$ cat src/rtl/mul_arb_pkg.sv
// Shared constants, pipeline stage type and round-robin pick helper for the
// shared multiplier arbiter.
package mul_arb_pkg;

  localparam int DEF_INWD = 8;
  localparam int DEF_NREQ = 4;
  localparam int DEF_IDW  = $clog2(DEF_NREQ);
  localparam int MAX_NREQ = 32;

  typedef struct packed {
    logic                    valid;
    logic [DEF_IDW-1:0]      id;
    logic [2*DEF_INWD-1:0]   product;
  } stage_t;

  // First set bit of req[0 +: n], scanning cyclically upward from ptr; -1 if none.
  function automatic int rr_pick(input logic [MAX_NREQ-1:0] req,
                                 input int ptr, input int n);
    int pick;
    int idx;
    pick = -1;
    for (int k = MAX_NREQ - 1; k >= 0; k--) begin
      if (k < n) begin
        idx = ptr + k;
        if (idx >= n) idx = idx - n;
        if (req[idx[4:0]]) pick = idx;
      end
    end
    return pick;
  endfunction

endpackage

$ cat src/rtl/mul_pipe.sv
// MUL_LAT-deep product pipeline with a global advance enable; the multiply
// happens as the operands enter stage 0.
module mul_pipe
  import mul_arb_pkg::*;
#(
  parameter int  INWD    = DEF_INWD,
  parameter int  IDW     = DEF_IDW,
  parameter int  MUL_LAT = 1,
  parameter type st_t    = stage_t
) (
  input  logic              clk,
  input  logic              rst,
  input  logic              en,
  input  logic              in_valid,
  input  logic [IDW-1:0]    in_id,
  input  logic [INWD-1:0]   in_a,
  input  logic [INWD-1:0]   in_b,
  output logic              out_valid,
  output logic [IDW-1:0]    out_id,
  output logic [2*INWD-1:0] out_c,
  output logic              busy
);

  st_t stg [MUL_LAT];

  // Payload only moves with a valid entry, so the last stage keeps showing
  // the most recent result while bubbles pass through.
  always_ff @(posedge clk or posedge rst) begin
    if (rst) begin
      for (int i = 0; i < MUL_LAT; i++) stg[i] <= '0;
    end else if (en) begin
      stg[0].valid <= in_valid;
      if (in_valid) begin
        stg[0].id      <= in_id;
        stg[0].product <= (2*INWD)'(in_a) * (2*INWD)'(in_b);
      end
      for (int i = 1; i < MUL_LAT; i++) begin
        stg[i].valid <= stg[i-1].valid;
        if (stg[i-1].valid) begin
          stg[i].id      <= stg[i-1].id;
          stg[i].product <= stg[i-1].product;
        end
      end
    end
  end

  always_comb begin
    busy = 1'b0;
    for (int i = 0; i < MUL_LAT; i++) busy = busy | stg[i].valid;
    out_valid = stg[MUL_LAT-1].valid;
    out_id    = stg[MUL_LAT-1].id;
    out_c     = stg[MUL_LAT-1].product;
  end

endmodule

$ cat src/rtl/mul_arbiter.sv
// Round-robin arbiter sharing one pipelined unsigned multiplier among NREQ
// requesters; results leave tagged with the issuing requester index.
module mul_arbiter
  import mul_arb_pkg::*;
#(
  parameter  int INWD    = DEF_INWD,
  parameter  int NREQ    = DEF_NREQ,
  parameter  int MUL_LAT = 1,
  localparam int IDW     = $clog2(NREQ)
) (
  input  logic                 clk,
  input  logic                 rst,
  input  logic [NREQ-1:0]      iReqValid,
  output logic [NREQ-1:0]      oReqReady,
  input  logic [NREQ*INWD-1:0] iA,
  input  logic [NREQ*INWD-1:0] iB,
  output logic                 oValid,
  output logic [IDW-1:0]       oId,
  output logic [2*INWD-1:0]    oC,
  input  logic                 iReady,
  output logic                 oBusy
);

  typedef struct packed {
    logic               valid;
    logic [IDW-1:0]     id;
    logic [2*INWD-1:0]  product;
  } pipe_stage_t;

  logic            en;
  logic            grant_any;
  logic [IDW-1:0]  grant_id;
  logic [IDW-1:0]  ptr;
  logic [INWD-1:0] a_sel;
  logic [INWD-1:0] b_sel;
  int              pick;

  // Handshakes: a request moves when iReqValid[i] & oReqReady[i]; a result
  // moves when oValid & iReady. A stalled output (oValid & ~iReady) freezes
  // the pipeline and suppresses every grant, so oReqReady sees iReady only via en.
  assign en = ~(oValid & ~iReady);

  always_comb begin
    pick      = rr_pick(MAX_NREQ'(iReqValid), int'(ptr), NREQ);
    grant_any = en & ~rst & (pick >= 0);
    grant_id  = grant_any ? IDW'(pick) : '0;
    oReqReady = '0;
    a_sel     = '0;
    b_sel     = '0;
    for (int i = 0; i < NREQ; i++) begin
      if (grant_any && grant_id == IDW'(i)) begin
        oReqReady[i] = 1'b1;
        a_sel        = iA[i*INWD +: INWD];
        b_sel        = iB[i*INWD +: INWD];
      end
    end
  end

  always_ff @(posedge clk or posedge rst) begin
    if (rst) begin
      ptr <= '0;
    end else if (grant_any) begin
      ptr <= (grant_id == IDW'(NREQ - 1)) ? '0 : grant_id + IDW'(1);
    end
  end

  mul_pipe #(
    .INWD    (INWD),
    .IDW     (IDW),
    .MUL_LAT (MUL_LAT),
    .st_t    (pipe_stage_t)
  ) u_pipe (
    .clk       (clk),
    .rst       (rst),
    .en        (en),
    .in_valid  (grant_any),
    .in_id     (grant_id),
    .in_a      (a_sel),
    .in_b      (b_sel),
    .out_valid (oValid),
    .out_id    (oId),
    .out_c     (oC),
    .busy      (oBusy)
  );

endmodule

$ cat config.mk
export PLATFORM = sky130hd
export DESIGN_NAME = mul_arbiter
export DESIGN_NICKNAME = d
export VERILOG_FILES = /design/src/rtl/mul_arb_pkg.sv /design/src/rtl/mul_pipe.sv /design/src/rtl/mul_arbiter.sv
export SDC_FILE = /design/constraint.sdc
export NUM_CORES = 1
export LEC_CHECK = 0
export BUFFER_PORTS_ARGS = -buffer_cell sky130_fd_sc_hd__buf_2
export CAP_MARGIN = 5
export CORE_ASPECT_RATIO = 1.2
export CORE_MARGIN = 2
export CORE_UTILIZATION = 55
export DETAILED_ROUTE_END_ITERATION = 8
export HOLD_SLACK_MARGIN = 0.1
export PLACE_DENSITY = 0.91
export SLEW_MARGIN = 20
export SYNTH_ARGS = -nofsm -noshare
export SYNTH_HDL_FRONTEND = slang
export SYNTH_SLANG_ARGS = --single-unit
$ cat constraint.sdc
create_clock -name clk -period 11.16 [get_ports clk]
set_input_delay 2.232 -clock clk [delete_from_list [all_inputs] [get_ports clk]]
set_output_delay 2.232 -clock clk [all_outputs]
set_load 0.05 [all_outputs]
== Word-level counts from Yosys, hierarchy flattened ==
Index checks and enable logic that the tools add are counted.

* Bits in registers: 21
* Logic and storage cells: 67
* Input port bits: 71
* Output and inout port bits: 24

* Bitwise operators: 6
* Reductions and logical operators: 6
* Multiply operators: 1
* $add $sub $neg: 8
* $lt $le $gt $ge: 9
* Multiplexer cells: 30
* Equality and inequality tests: 3

{| class="wikitable"
|+ Operators by type and width
! operator !! number
|-
| 32-bit two-way mux || 8
|-
| 8-bit two-way mux || 8
|-
| 32-bit by 1-bit >= comparator with 1-bit output, second input constant || 1
|-
| 5-bit by 6-bit less-than comparator with 1-bit output, second input constant || 4
|-
| 1-bit binary-select mux with 5-bit select || 4
|-
| 8-bit by 8-bit multiplier with 16-bit output || 1
|-
| 3-bit by 3-bit subtractor with 4-bit output, second input constant || 3
|-
| 3-bit >= comparator, second input constant || 3
|-
| 1-bit two-way mux || 8
|-
| 2-bit by 2-bit adder with 3-bit output, second input constant || 2
|-
| 2-bit == test, second input constant || 2
|-
| 1-bit logical AND || 4
|-
| 2-bit two-way mux || 2
|-
| 2-bit by 3-bit subtractor with 4-bit output, second input constant || 1
|-
| 2-bit by 1-bit adder with 3-bit output, second input constant || 1
|-
| 1-bit AND || 3
|-
| 2-bit by 3-bit >= comparator with 1-bit output, second input constant || 1
|-
| 1-bit inverter || 3
|-
| 2-bit by 1-bit adder with 2-bit output, second input constant || 1
|-
| 2-bit by 1-bit == test with 1-bit output, second input constant || 1
|-
| 2-bit logical NOT || 1
|-
| 2-bit AND reduction || 1
|}

== Depth between registers and ports, before layout ==
Gate-level depths: netlist (run 1).

* Depth after elaboration: 19
* Depth in mapped cells: 31
* Gate-level depth less buffers: 27

== Modules after synthesis ==
Synthesis (run 1) repeated with hierarchy kept, for this count alone.

* Cells, all modules: 452
* Area, all modules: 3721.1 um2

{| class="wikitable"
|+ Modules (own cells, without submodules)
! module !! area each (um2) !! sequential area each (um2) !! cells each !! times used
|-
| mul_pipe || 2762.6 || 475.5 || 296 || 1
|-
| mul_arbiter || 958.4 || 50.0 || 156 || 1
|}

== Worst setup path before layout (run 1) ==
No wires, ideal clock.

* Path kind: in2reg
* Start: input iReqValid[3]
* End: register u_pipe.stg, in the netlist u_pipe.out_c[15]
* Setup time: 82 ps
* Data required time: 11078 ps
* Setup slack: 2193 ps
* Stages: 22
* Data arrival time: 8885 ps
* Path buffers: 3
* Cells stage by stage: mux4_1 and2_4 o41a_4 buf_6 o21ai_0 ha_1 clkbuf_1 clkbuf_1 a221oi_1 o31ai_1 nand2_2 or2_2 fa_1 fa_1 fa_1 fa_1 inv_1 ha_1 or3_1 o31a_1 or3b_2 a31oi_1

* Longest elaborated chain between the ends: 16
* Elaborated cells on any way between the ends: 33
* Classes of those cells: 1 x mul; 1 x order compare; 3 x eq/ne; 21 x mux; 1 x bitwise; 6 x reduce/logical

{| class="wikitable"
|+ RTL lines
! element !! line !! source
|-
| start: declaration || mul_arbiter.sv:13 || <nowiki>input logic [NREQ-1:0] iReqValid,</nowiki>
|-
| 1-bit binary-select mux with 5-bit select || mul_arb_pkg.sv:26 || <nowiki>if (req[idx[4:0]]) pick = idx;</nowiki>
|-
| 1-bit two-way mux (implied by the code) || mul_arb_pkg.sv:26 ||
|-
| 32-bit two-way mux (3 in a row) || mul_arb_pkg.sv:26 ||
|-
| 32-bit two-way mux (*) || mul_arb_pkg.sv:26 ||
|-
| 32-bit by 1-bit >= comparator with 1-bit output || mul_arbiter.sv:45 || <nowiki>grant_any = en & ~rst & (pick >= 0);</nowiki>
|-
| 1-bit AND || mul_arbiter.sv:45 ||
|-
| 2-bit two-way mux || mul_arbiter.sv:46 || <nowiki>grant_id = grant_any ? IDW'(pick) : '0;</nowiki>
|-
| 2-bit logical NOT || mul_arbiter.sv:51 || <nowiki>if (grant_any && grant_id == IDW'(i)) begin</nowiki>
|-
| 1-bit logical AND || mul_arbiter.sv:51 ||
|-
| 8-bit two-way mux (4 in a row) || mul_arbiter.sv:51 ||
|-
| 8-bit by 8-bit multiplier with 16-bit output || mul_pipe.sv:35 || <nowiki>stg[0].product <= (2*INWD)'(in_a) * (2*INWD)'(in_b);</nowiki>
|-
| end: declaration || mul_pipe.sv:24 || <nowiki>st_t stg [MUL_LAT];</nowiki>
|}

Mark *: on every way between the ends. The rest lies on a longest branch, timed or not. The select of a mux whose other input is x is not followed.
A chain may end at the register's enable or synchronous reset.

== Worst setup path in the final report (run 1) ==
* Start: input iReqValid[3]
* End: register u_pipe.stg, in the netlist u_pipe.out_c[13]

The elaborated chain is that of the path after synthesis.

==> metrics list, run 1 <==
* Critical path class: in -> reg
- Number of cells upsized or downsized after cts: 0
- Worst setup path end: u_pipe.out_c[13]
- The via count of the first global-routing pass came to roughly 3700.
- Number of nets with antenna violations after routing: 0
- Headroom to the max-slew limit came out at a little under a third.
* Number of detailed-routing iterations run before antenna repair: 5
- The worst register-to-register path has a depth of 23.
- Across the run, the number of max-cap violations was 0.
- After synthesis, the share of flip-flops with an asynchronous set or reset is 100%.
- Cell accounting for the most synthesized area: fa_1
- After routing, the total negative slack on setup checks comes to 0 ns.
- In this run the horizontal extent of the chip is around 80 um.
- Using the TritonRoute via totals, the vias-per-cell ratio works out to around 5.7.
- Max-slew violations: 0
- The worst path uses between 80% and 90% of the clock period.
- The mapped netlist covers roughly 0.0038 sq mm.
* Number of flip-flops and latches in the synthesized netlist: 21
* Final worst path period need: ~9.5 ns
- In this run, the number of DRC markers left after iteration 0 of detailed routing was 245.
- Die Y-Extent: between 90 and 100 um
- Post-synthesis xor/xnor area fraction: under 10%
- Wire per inst: 14.9 um
- Summed over all layers, the global routing overflow is 0.
- Critical R2R Launch: ptr[0]
- Final std cells w/o fill: roughly 630
* Setup repair after global routing missed its margin: false
* Effective utilization at floorplan: 56.2%
* R2r setup slk: roughly 2.4 ns
- Worst Slack Setup Final: 1.63 ns
* Number of placement rows: 33
- At the placement stage, the worst setup path has a slack of ~1.4 ns.
- TritonCTS built the clock tree.
- The later pin in the worst-skew pair is clocked with a latency of ~0.27 ns.
- Number of post-CTS setup repair buffers: 0
- The final hold violation count came to 0.
- Largest net degree at the start of global routing: 36
- Each instance of the synthesized netlist takes up on average 8.18 sq um.
- Data arrives at the worst endpoint at around 9.7 ns.
* Required time of the critical path: 11.32 ns
* GRT Overall Usage: between 20% and 30%
- Across all hold checks on the routed design, the worst slack comes to between 0.4 and 0.5 ns.
* Primary flip-flop cell chosen by synthesis mapping: dfrtp_1
- Top-area cell type share of the netlist area: about a fifth
- Number of cells in the design after placement: around 630
* Most frequent standard cell in the layout excluding fill and tap cells: buf_2
* Critical Path Source: iReqValid[3]
- In this run, distinct cell masters in the synthesized netlist total 53.
- Counting the fill cells in the layout gives between 500 and 600.
- Pwr Density: 336 mW/mm^2
* Synth Area in Compound Gates: 16.4%
* TritonCTS buffer count: 3
- Net count after synthesis: 617
* Combinational family with the most area after synthesis: adder cells
- After Yosys synthesis, full adders, half adders and majority gates account for between 30% and 40% of the synthesized area.
- Synth Area in Simple Gates: between 20% and 30%
- The flow ran to the end, and the final reports show no timing, DRC or antenna violations.
- Max VDD drop: between 0.15 and 0.2 mV
* Root buffer selected by CTS: clkbuf_8
- Buffers inserted to repair hold after CTS numbered 0.
* Cells after synthesis: 465
* Setup-violating endpoint count in the final report: 0
* I/O pin total: 95
- Leading cell types by total area after synthesis: fa_1 19%, ha_1 15%, dfrtp_1 14%, nor2_1 6.1%, inv_1 5.1%
- Across all layers, the routed design uses 3583 vias.
- The repair_antennas step left the layout with diodes totalling 0.
- Maximum frequency from static timing analysis: 105 MHz
- From synthesis to final layout, the design area changed by 14.4%.
- Top library cells by usage in the layout, fill and taps aside: 94 x buf_2, 62 x nor2_1, 52 x inv_1, 51 x nand2_1, 45 x ha_1
- CP Capture Type: flip-flop
- Mux cell area share after synthesis: 3.95%
- Launching element type of the critical path: primary input
- Count of input and output buffers: 94
- Post-Route Skew: approximately 0.012 ns
- Reported leakage power: 2.25 nW
- Number of H-tree levels: 1
- The first global-routing pass estimated between 15000 and 20000 um of wire.
- Warnings from Yosys: 0
- Area of the die: about 0.0076 sq mm
* Max Fanout on Critical Path: 33
* Worst min-delay path class: reg -> reg
- HPWL after detailed placement: between 7000 and 8000 um
* Weighted congestion at the end of routability-driven global placement: approximately 1
- The floorplan step defined a core boundary enclosing between 0.006 and 0.007 sq mm.
- The worst hold path passes through 2 cells.
- In this run the deepest clock path goes through 2 buffers.
* Net count, final: about 700
* Number of remaining DRC errors: 0
* Share of post-route cells with drive strength above 1: a little under a quarter
- Post-synthesis sequential area ratio: between 10% and 20%
- The initial antenna violation count was 0.
- For the pin with the worst max-slew slack, the measured transition is about 1.0 ns.
* Register clock-pin slew on the reported worst setup and hold paths: around 0.090 ns
- Total Routed Length: 9370 um
- The clock net in this run drives a total of 21 sinks.
- The synthesized design contains 0 enable-type register cells.
* RR Endpoint: u_pipe.out_c[13]
==> layout make-up <==
cell class / count / area [sq um] / area share, %
multi-input cells: 371 / 2990 / 68.7
flip-flops and latches: 21 / 526 / 12.1
repair buffers: 96 / 485 / 11.2
inverters: 52 / 195 / 4.48
well taps: 87 / 109 / 2.50
clock buffers: 3 / 41.3 / 0.949
clock inverters: 1 / 5.00 / 0.115
==> where the power goes <==
group          internal (mW)  switching (mW)
Combinational          0.463           0.811
Clock                 0.0249          0.0271
Sequential             0.109          0.0261
Total                  0.596           0.865
==> registers in the layout (all words and copies together) (netlist names) <==
signal and count:
ptr 2, u_pipe.busy 1, u_pipe.out_c 16, u_pipe.out_id 2
==> logic make-up (layout without fill, tap and decap cells) <==
family,after synthesis,count (layout)
compound gates,91,91
xor+xnor,8,8
fa+ha+maj,81,81
buf+inv,73,152
flops,21,21
mux,10,10
simple gates,181,181
==> per-layer routing <==
metal	track usage [%]	up-vias	share of wire (%)
met1	30.5	1710	40
met5	0	-	0
met2	49.7	121	53
li1	-	1732	-
met4	6.78	0	2.0
met3	2.18	20	4.5
==> cells in the mapped netlist, types with 3 or more instances <==
cell type and count:
a211oi_1 4, a21oi_1 26, a221oi_1 9, a311oi_1 5
and2_1 6, buf_2 4, clkbuf_1 14, dfrtp_1 21
fa_1 36, ha_1 45, inv_1 52, mux2_2 3
mux2i_1 3, nand2_1 51, nand2b_1 6, nand3b_1 7
nor2_1 62, nor2b_1 10, nor3_1 10, o21a_1 3
o21ai_0 13, o31ai_1 12, or2_2 14, or3_1 4
xnor2_1 3, xor2_1 5
==> how the worst min path moves through the flow <==
| stage | slack, ns | from | endpoint |
|---|---|---|---|
| after floorplan | 0.69 | ptr[1] | ptr[1] |
| after global placement | 0.45 | u_pipe.out_c[3] | u_pipe.out_c[3] |
| after detailed placement | 0.46 | u_pipe.out_c[2] | u_pipe.out_c[2] |
| after CTS | 0.48 | u_pipe.out_c[2] | u_pipe.out_c[2] |
| after global routing | 0.49 | u_pipe.out_c[2] | u_pipe.out_c[2] |
| final | 0.48 | u_pipe.out_c[3] | u_pipe.out_c[3] |
==> through the flow <==
stage | area, sq um | util [%] | power [mW]
after floorplan | 3800 | - | 1.13
after global placement | 4310 | 63.6 | 1.35
after detailed placement | 4310 | 63.6 | 1.40
after CTS | 4350 | 64.3 | 1.46
after global routing | 4350 | 64.3 | 1.63
final | 4350 | 64.3 | 1.46
==> worst max-delay path, cell delays in order <==
cell and delay [ns]:
buf_2 0.13, mux4_1 0.54, and2_4 0.19, o41a_4 0.57
o21ai_0 0.25, ha_1 0.85, nor2b_1 0.10, a221oi_1 0.30
nor3_1 0.07, a21oi_1 0.50, nor2_1 0.15, fa_1 0.53
fa_1 0.55, fa_1 0.55, inv_1 0.05, fa_1 0.53
inv_1 0.04, ha_1 0.24, or3_1 0.43, o31ai_1 0.43
mux2i_1 0.14, o31ai_1 0.31
No activity file was read; power rests on OpenSTA's default activity.
==> run 2: changes to the inputs <==
--- a/config.mk
+++ b/config.mk
@@ -10,8 +10,9 @@
 export CORE_ASPECT_RATIO = 1.2
 export CORE_MARGIN = 2
-export CORE_UTILIZATION = 55
+export CORE_UTILIZATION = 30
 export DETAILED_ROUTE_END_ITERATION = 8
 export HOLD_SLACK_MARGIN = 0.1
-export PLACE_DENSITY = 0.91
+export PLACE_DENSITY = 0.59
+export SETUP_SLACK_MARGIN = 0.05
 export SLEW_MARGIN = 20
 export SYNTH_ARGS = -nofsm -noshare
==> constraint.sdc (replaced) <==
create_clock -name clk -period 11.16 [get_ports clk]
set_input_delay 2.232 -clock clk [delete_from_list [all_inputs] [get_ports clk]]
set_output_delay 2.232 -clock clk [all_outputs]
set_load 0.005 [all_outputs]
==> run 2 against run 1 <==
Effect of this change: largest cell class unchanged; routed wire length increased by 9.1%; largest power group unchanged; global-route usage decreased by 10 points; critical path depth unchanged; clock-buffer cell count increased by 1; maximum frequency decreased by 1.1%; clock skew decreased by 0.0085 ns.
==> metrics list, run 2 (synthesis results as in run 1) <==
- Register clock-pin slew on the reported worst setup and hold paths: around 0.060 ns
- Worst Tran Pin Value: 0.939 ns
- For this run, the total global-route usage over all layers was measured as 15.4%.
- Entering global routing, the biggest net connects 34 pins.
* Root buffer selected by CTS: clkbuf_16
* Setup repair after global routing missed its margin: false
* Total number of vias: between 3000 and 4000
- Setup-violating endpoint count in the final report: 0
- Counting tap cells, the placed design contains a total of around 710 instances.
- Launching element type of the critical path: primary input
* Top library cells by usage in the layout, fill and taps aside: 94 x buf_2, 62 x nor2_1, 52 x inv_1, 51 x nand2_1, 45 x ha_1
- The initial antenna violation count was 0.
- Before CTS, the worst setup slack after placement is approximately 1.2 ns.
- Number of H-tree levels: 1
- Weighted congestion at the end of routability-driven global placement: around 0.9
- After detailed routing, the average wire length per cell comes to about 14 um.
- Overflow after GRT: 0
- Number of detailed-routing iterations run before antenna repair: 4
- Layout-stage area growth over the synthesis result: 18.0%
* Worst min-delay path class: reg -> reg
- Using the TritonRoute via totals, the vias-per-cell ratio works out to ~5.1.
- Clock tree from TritonCTS: built
- Adding up every negative setup slack in the final design gives 0 ns.
- 95 I/O pins were placed.
- Setup slack on the critical path of the routed design comes to around 1.5 ns.
- The via count of the first global-routing pass is 3611.
- Layout fillers: around 1300
- TritonCTS buffer count: 3
- Longest individual stage delay on the worst path: approximately 0.87 ns
* Critical path's most frequent cell: fa_1
- 0 antenna diodes ended up in the layout.
- The critical path goes through buf_2, mux4_1, and2_4, o41a_4, o21ai_0, ha_1, nor2b_1, a221oi_1, nor3_1, a21oi_1, nor2_1, fa_1, fa_1, fa_1, inv_1, fa_1, inv_1, ha_1, or3_1, o31a_1, or3b_2, a31oi_1.
* Met2 routed wirelength: 5370 um
* Crit-path slowest cell: ha_1
- After floorplanning, the core was sized to cover approximately 0.012 sq mm.
- STA classifies the critical path endpoint as a flip-flop.
- For this run, the post-layout net count is around 700.
- In this run the worst path has a maximum fanout of 33.
* Number of endpoints with negative hold slack in the final report: 0
- Met3 Wirelength: about 380 um
- Number of placement rows: 45
* Maximum frequency from static timing analysis: 104 MHz
* Cts-stage hold buffer count: 0
* Layout Cell Area excl Fill: 0.00449 sq mm
* Met1 Routed Length: between 4000 and 5000 um
- Hold Path Stages: 2
- At the worst endpoint, the arrival time is roughly 9.8 ns.
- Effective utilization at floorplan: ~30%
- Excluding fillers, the count of instances in the completed layout stands at 709.
* HPWL after detailed placement: 8430 um
* Post-route total power: 1.39 mW
- Die Y-Extent: 127 um
- Required time of the critical path: 11.34 ns
- The floorplan step defined a die boundary enclosing ~0.014 sq mm.
- In this run the top signal layer used is met4.
- Max VDD drop: ~0.083 mV
* First-pass GRT wire length: about 17000 um
- Number of cells upsized or downsized after cts: 0
* Total Routed Length: about 10000 um
- Largest buffer count on any clock path: 2
- Clock Latency Late Sink: 0.25 ns
- The floorplan step set the die width to 107 um.
- The clock drives 21 sinks.
- During placement, the flow inserted port buffers numbering between 90 and 100.
- Leaving out fill and tap cells, the most frequent cell in the layout is buf_2.
- Post-layout utilization of the core: 35.9%
* Max-slew violations: 0
- DRC violation total after the first TritonRoute iteration: 198
- Number of max-capacitance violations reported: 0
* Share of the cycle needed by the critical path after routing: 86.3%
- Share of post-route cells with drive strength above 1: roughly 23%
- Number of flip-flops in the largest register: 16
- Reported leakage power: roughly 2.3 nW
* Post-Route Skew: approximately 0.0033 ns
- Status: finished clean
* Register-to-Register Path Depth: 23
- After clock tree synthesis, the setup repair step added 0 buffers.
* Cell Area, Placed: about 0.0044 sq mm
- Number of nets with antenna violations after routing: 0
- Hold is met by approximately 0.47 ns.
- The smallest clock period supported by the final layout is computed as roughly 9.6 ns.
* Number of remaining DRC errors: 0
* Worst slew slack as a fraction of its limit: 37.4%
* Pwr Density: 310 mW/mm^2
- The critical path in this run is classified as in -> reg.
[run 2: changes by cell type in the layout (fill, tap and decap cells not counted)]
cell and change:
clkbuf_8 -3, clkbuf_16 +3, buf_4 +1, clkinv_2 -1
clkbuf_1 +1
[run 2: layout make-up]
cell class / count / area (sq um) / share of cell area (%)
clock buffer: 4 / 78.8 / 1.76
inverter: 52 / 195 / 4.35
multi-input combinational: 371 / 2990 / 66.6
sequential: 21 / 526 / 11.7
tap: 164 / 205 / 4.57
timing repair buffer: 97 / 493 / 11.0
[run 2: worst max-delay path: cells and delay by family]
family | cells | cell delay (ns)
AO/OA/AOI/OAI | 6 | 2.11
adder cells (fa/ha/maj) | 6 | 3.27
buffers and inverters | 3 | 0.22
multiplexers | 1 | 0.54
AND/OR/NAND/NOR | 6 | 1.42
[run 2: path summary, 6_finish.rpt]
| path | start | endpoint | slack (ns) |
|---|---|---|---|
| setup / recovery | iReqValid[3] | u_pipe.out_c[15] | 1.53 |
| hold / removal | u_pipe.out_c[2] | u_pipe.out_c[2] | 0.47 |
| setup reg to reg | ptr[0] | u_pipe.out_c[15] | 2.29 |
| hold reg to reg | u_pipe.out_c[2] | u_pipe.out_c[2] | 0.47 |
| max in group asynchronous | rst | u_pipe.out_c[9] | 8.88 |
| min in group asynchronous | rst | ptr[0] | 2.05 |
[run 2: power by group]
group	internal, mW	switching [mW]
sequential	0.109	0.0270
clock	0.0487	0.0276
combinational	0.463	0.718
total	0.620	0.773
[run 2: per-layer routing]
metal / global-route usage, % / up-vias
met4: 2.75 / 0
li1: - / 1739
met5: 0 / -
met3: 1.84 / 8
met1: 20.1 / 1774
met2: 27.7 / 75
==> run 3: changes to the inputs <==
PLACE_DENSITY = not set   (was 0.59)
==> run 3 against run 2 <==
Effect of this change: combinational power about the same; clock skew increased by 0.0010 ns; first-iteration DRC count decreased by 28%; highest routed layer unchanged; setup slack gained 0.021 ns.
==> metrics list, run 3 (synthesis results as in run 1) <==
- Met1 Routed Length: about 4100 um
- The die is approximately 110 um wide.
* Register-to-Register Path Depth: 23
- Setup violations remaining at the end of the flow were counted as 0.
- Number of antenna violations at the first check in global routing: 0
* Worst endpoint data arrival time: about 10 ns
- Largest buffer count on any clock path: 2
- TritonCTS buffer count: 3
- After detailed routing, the average wire length per cell comes to about 14 um.
- The die is roughly 130 um tall.
- Worst setup timing slack at the placement stage: about 1.3 ns
- With fillers left out, the area of the finished cells amounts to roughly 0.0045 sq mm.
- The via count of the first global-routing pass was ~3500.
- The path with the worst hold slack has its endpoint at u_pipe.out_c[2].
- The post-route netlist has 23.2% of its cells at a drive strength greater than 1.
- Met2 routed wirelength: 5230 um
- After clock tree synthesis, the repair step resized 0 gates.
- Buffers inserted to repair hold after CTS numbered 0.
- Global routing consumed, over all layers together, between 10% and 20% of the routing resources.
- The detailed router used layers up to and including met4.
- At the pin with the least slew margin, the transition time is 0.952 ns.
- Overflow after GRT: 0
* Pwr Density: 310 mW/mm^2
- Final worst path period need: 9.61 ns
- For this block, the routed nets add up to 10000 um of wire.
- After detailed placement, the total cell area comes to ~0.0044 sq mm.
* Most frequent standard cell in the layout excluding fill and tap cells: buf_2
- Net count, final: 697
* Clock tree from TritonCTS: built
- In this run the most critical hold path is launched from u_pipe.out_c[2].
* Register clock-pin slew on the reported worst setup and hold paths: ~0.060 ns
* Reported leakage power: around 2.3 nW
- The final count of pins violating max slew is 0.
* Launching element type of the critical path: primary input
- Critical R2R Launch: ptr[0]
- Total negative slack: 0 ns
- The die covers roughly 0.014 sq mm.
* Met3 Wirelength: between 400 and 500 um
* DRC violation total after the first TritonRoute iteration: 142
- Of all nets on the critical path, the largest fanout is 33.
- Across all register-to-register paths, the minimum setup slack is between 2 and 2.5 ns.
- The critical path is of the in -> reg type.
* Number of nets with antenna violations after routing: 0
- Largest net degree at the start of global routing: 36
- HPWL after detailed placement: ~8300 um
* Clock Latency Late Sink: 0.26 ns
- At the end of routability-driven placement, the weighted congestion stood at 0.851.
- Number of placement rows: between 40 and 50
- The number of setup buffers added after CTS is 0.
- Number of clock sinks seen by CTS: 21
- In this run the clock root is driven by a clkbuf_16.
* Post-layout utilization of the core: between 30% and 40%
- After filler insertion, the fill cell instance count of the layout stands at 1350.
* Number of flip-flops in the largest register: 16
- Worst slew slack as a fraction of its limit: 36.5%
- Worst Slack Setup Final: between 1.5 and 2 ns
- The tightest hold path in the finished design has a slack of ~0.47 ns.
- The count of buffers added on input and output ports is 94.
- First-pass GRT wire length: 16500 um
- After detailed routing, the number of remaining DRC violations is 0.
- Setup repair after global routing left no endpoint under its margin.
* Max VDD drop: roughly 0.11 mV
- I/O pin total: 95
- Once the floorplan was initialized, standard cells occupied between 30% and 40% of the core.
- For the final database, setup skew stands at between 0.004 and 0.005 ns.
- After floorplanning, the core was sized to cover 0.0125 sq mm.
- In the routed layout, each cell is associated on average with a via count of ~5.
* Top library cells by usage in the layout, fill and taps aside: 94 x buf_2, 62 x nor2_1, 52 x inv_1, 51 x nand2_1, 44 x ha_1
- Status: finished clean
- Worst min-delay path class: reg -> reg
- The area growth from synthesis to layout is 17.9%.
- Total number of vias: about 3500
- The first detailed-routing pass ran for 5 iterations.
* Antenna diodes: 0
* Hold Path Stages: 2
- Maximum frequency from static timing analysis: roughly 100 MHz
* CP Capture Type: flip-flop
- Across the run, the number of max-cap violations was 0.
* Number of H-tree levels: 1
- After layout, the worst path uses between 80% and 90% of the clock period.
- Number of endpoints with negative hold slack in the final report: 0
* Required time of the critical path: 11.34 ns
- RR Endpoint: u_pipe.out_c[15]
run 3: changes by cell type in the layout (fill, tap and decap cells not counted), sizes merged:
cell    delta
clkbuf     -1
clkinv     +1
buf        -1
run 3: worst max path at each step:
| stage | startpoint | end | slack [ns] | cells after the start |
|---|---|---|---|---|
| floorplan | iReqValid[3] | u_pipe.out_c[15] | 2.19 | 22 |
| global placement | iReqValid[3] | u_pipe.out_c[15] | 1.43 | 22 |
| detailed placement | iReqValid[3] | u_pipe.out_c[15] | 1.29 | 22 |
| CTS | iReqValid[3] | u_pipe.out_c[15] | 1.57 | 22 |
| global route | iReqValid[3] | u_pipe.out_c[13] | 1.05 | 22 |
| finish | iReqValid[3] | u_pipe.out_c[15] | 1.55 | 22 |
run 3: metrics by stage:
step                      std cells  power, mW
after CTS                       708       1.41
after global routing            708       1.58
final                           708       1.39
after global placement          704       1.30
after floorplan                 465       1.02
after detailed placement        704       1.32
run 3: per-layer routing:
metal  GRT usage, %  up-vias
met2           27.5       92
met3           2.30       14
li1               -     1727
met4           2.14        0
met5              0        -
met1           18.2     1710
run 3: power breakdown:
part / total (mW) / internal (mW) / switching [mW]
registers: 0.136 / 0.109 / 0.0266
logic: 1.18 / 0.464 / 0.713
clock network: 0.0776 / 0.0482 / 0.0294
run 3: critical path: stages:
cell and delay [ns]:
buf_2 0.13, mux4_1 0.53, and2_4 0.18, o41a_4 0.57
o21ai_0 0.23, ha_1 0.88, nor2b_1 0.11, a221oi_1 0.31
nor3_1 0.07, a21oi_1 0.57, nor2_1 0.16, fa_1 0.54
fa_1 0.53, fa_1 0.55, inv_1 0.05, fa_1 0.53
inv_1 0.04, ha_1 0.24, or3_1 0.43, o31a_1 0.27
or3b_2 0.46, a31oi_1 0.16
run 3: final cells by class:
class | count | area [sq um] | area share [%]
repair buffers | 96 | 485 | 10.8
clock inverters | 1 | 5.00 | 0.112
inverters | 52 | 195 | 4.35
multi-input cells | 371 | 2990 | 66.8
flip-flops and latches | 21 | 526 | 11.7
well taps | 164 | 205 | 4.57
clock buffers | 3 | 75.1 | 1.67
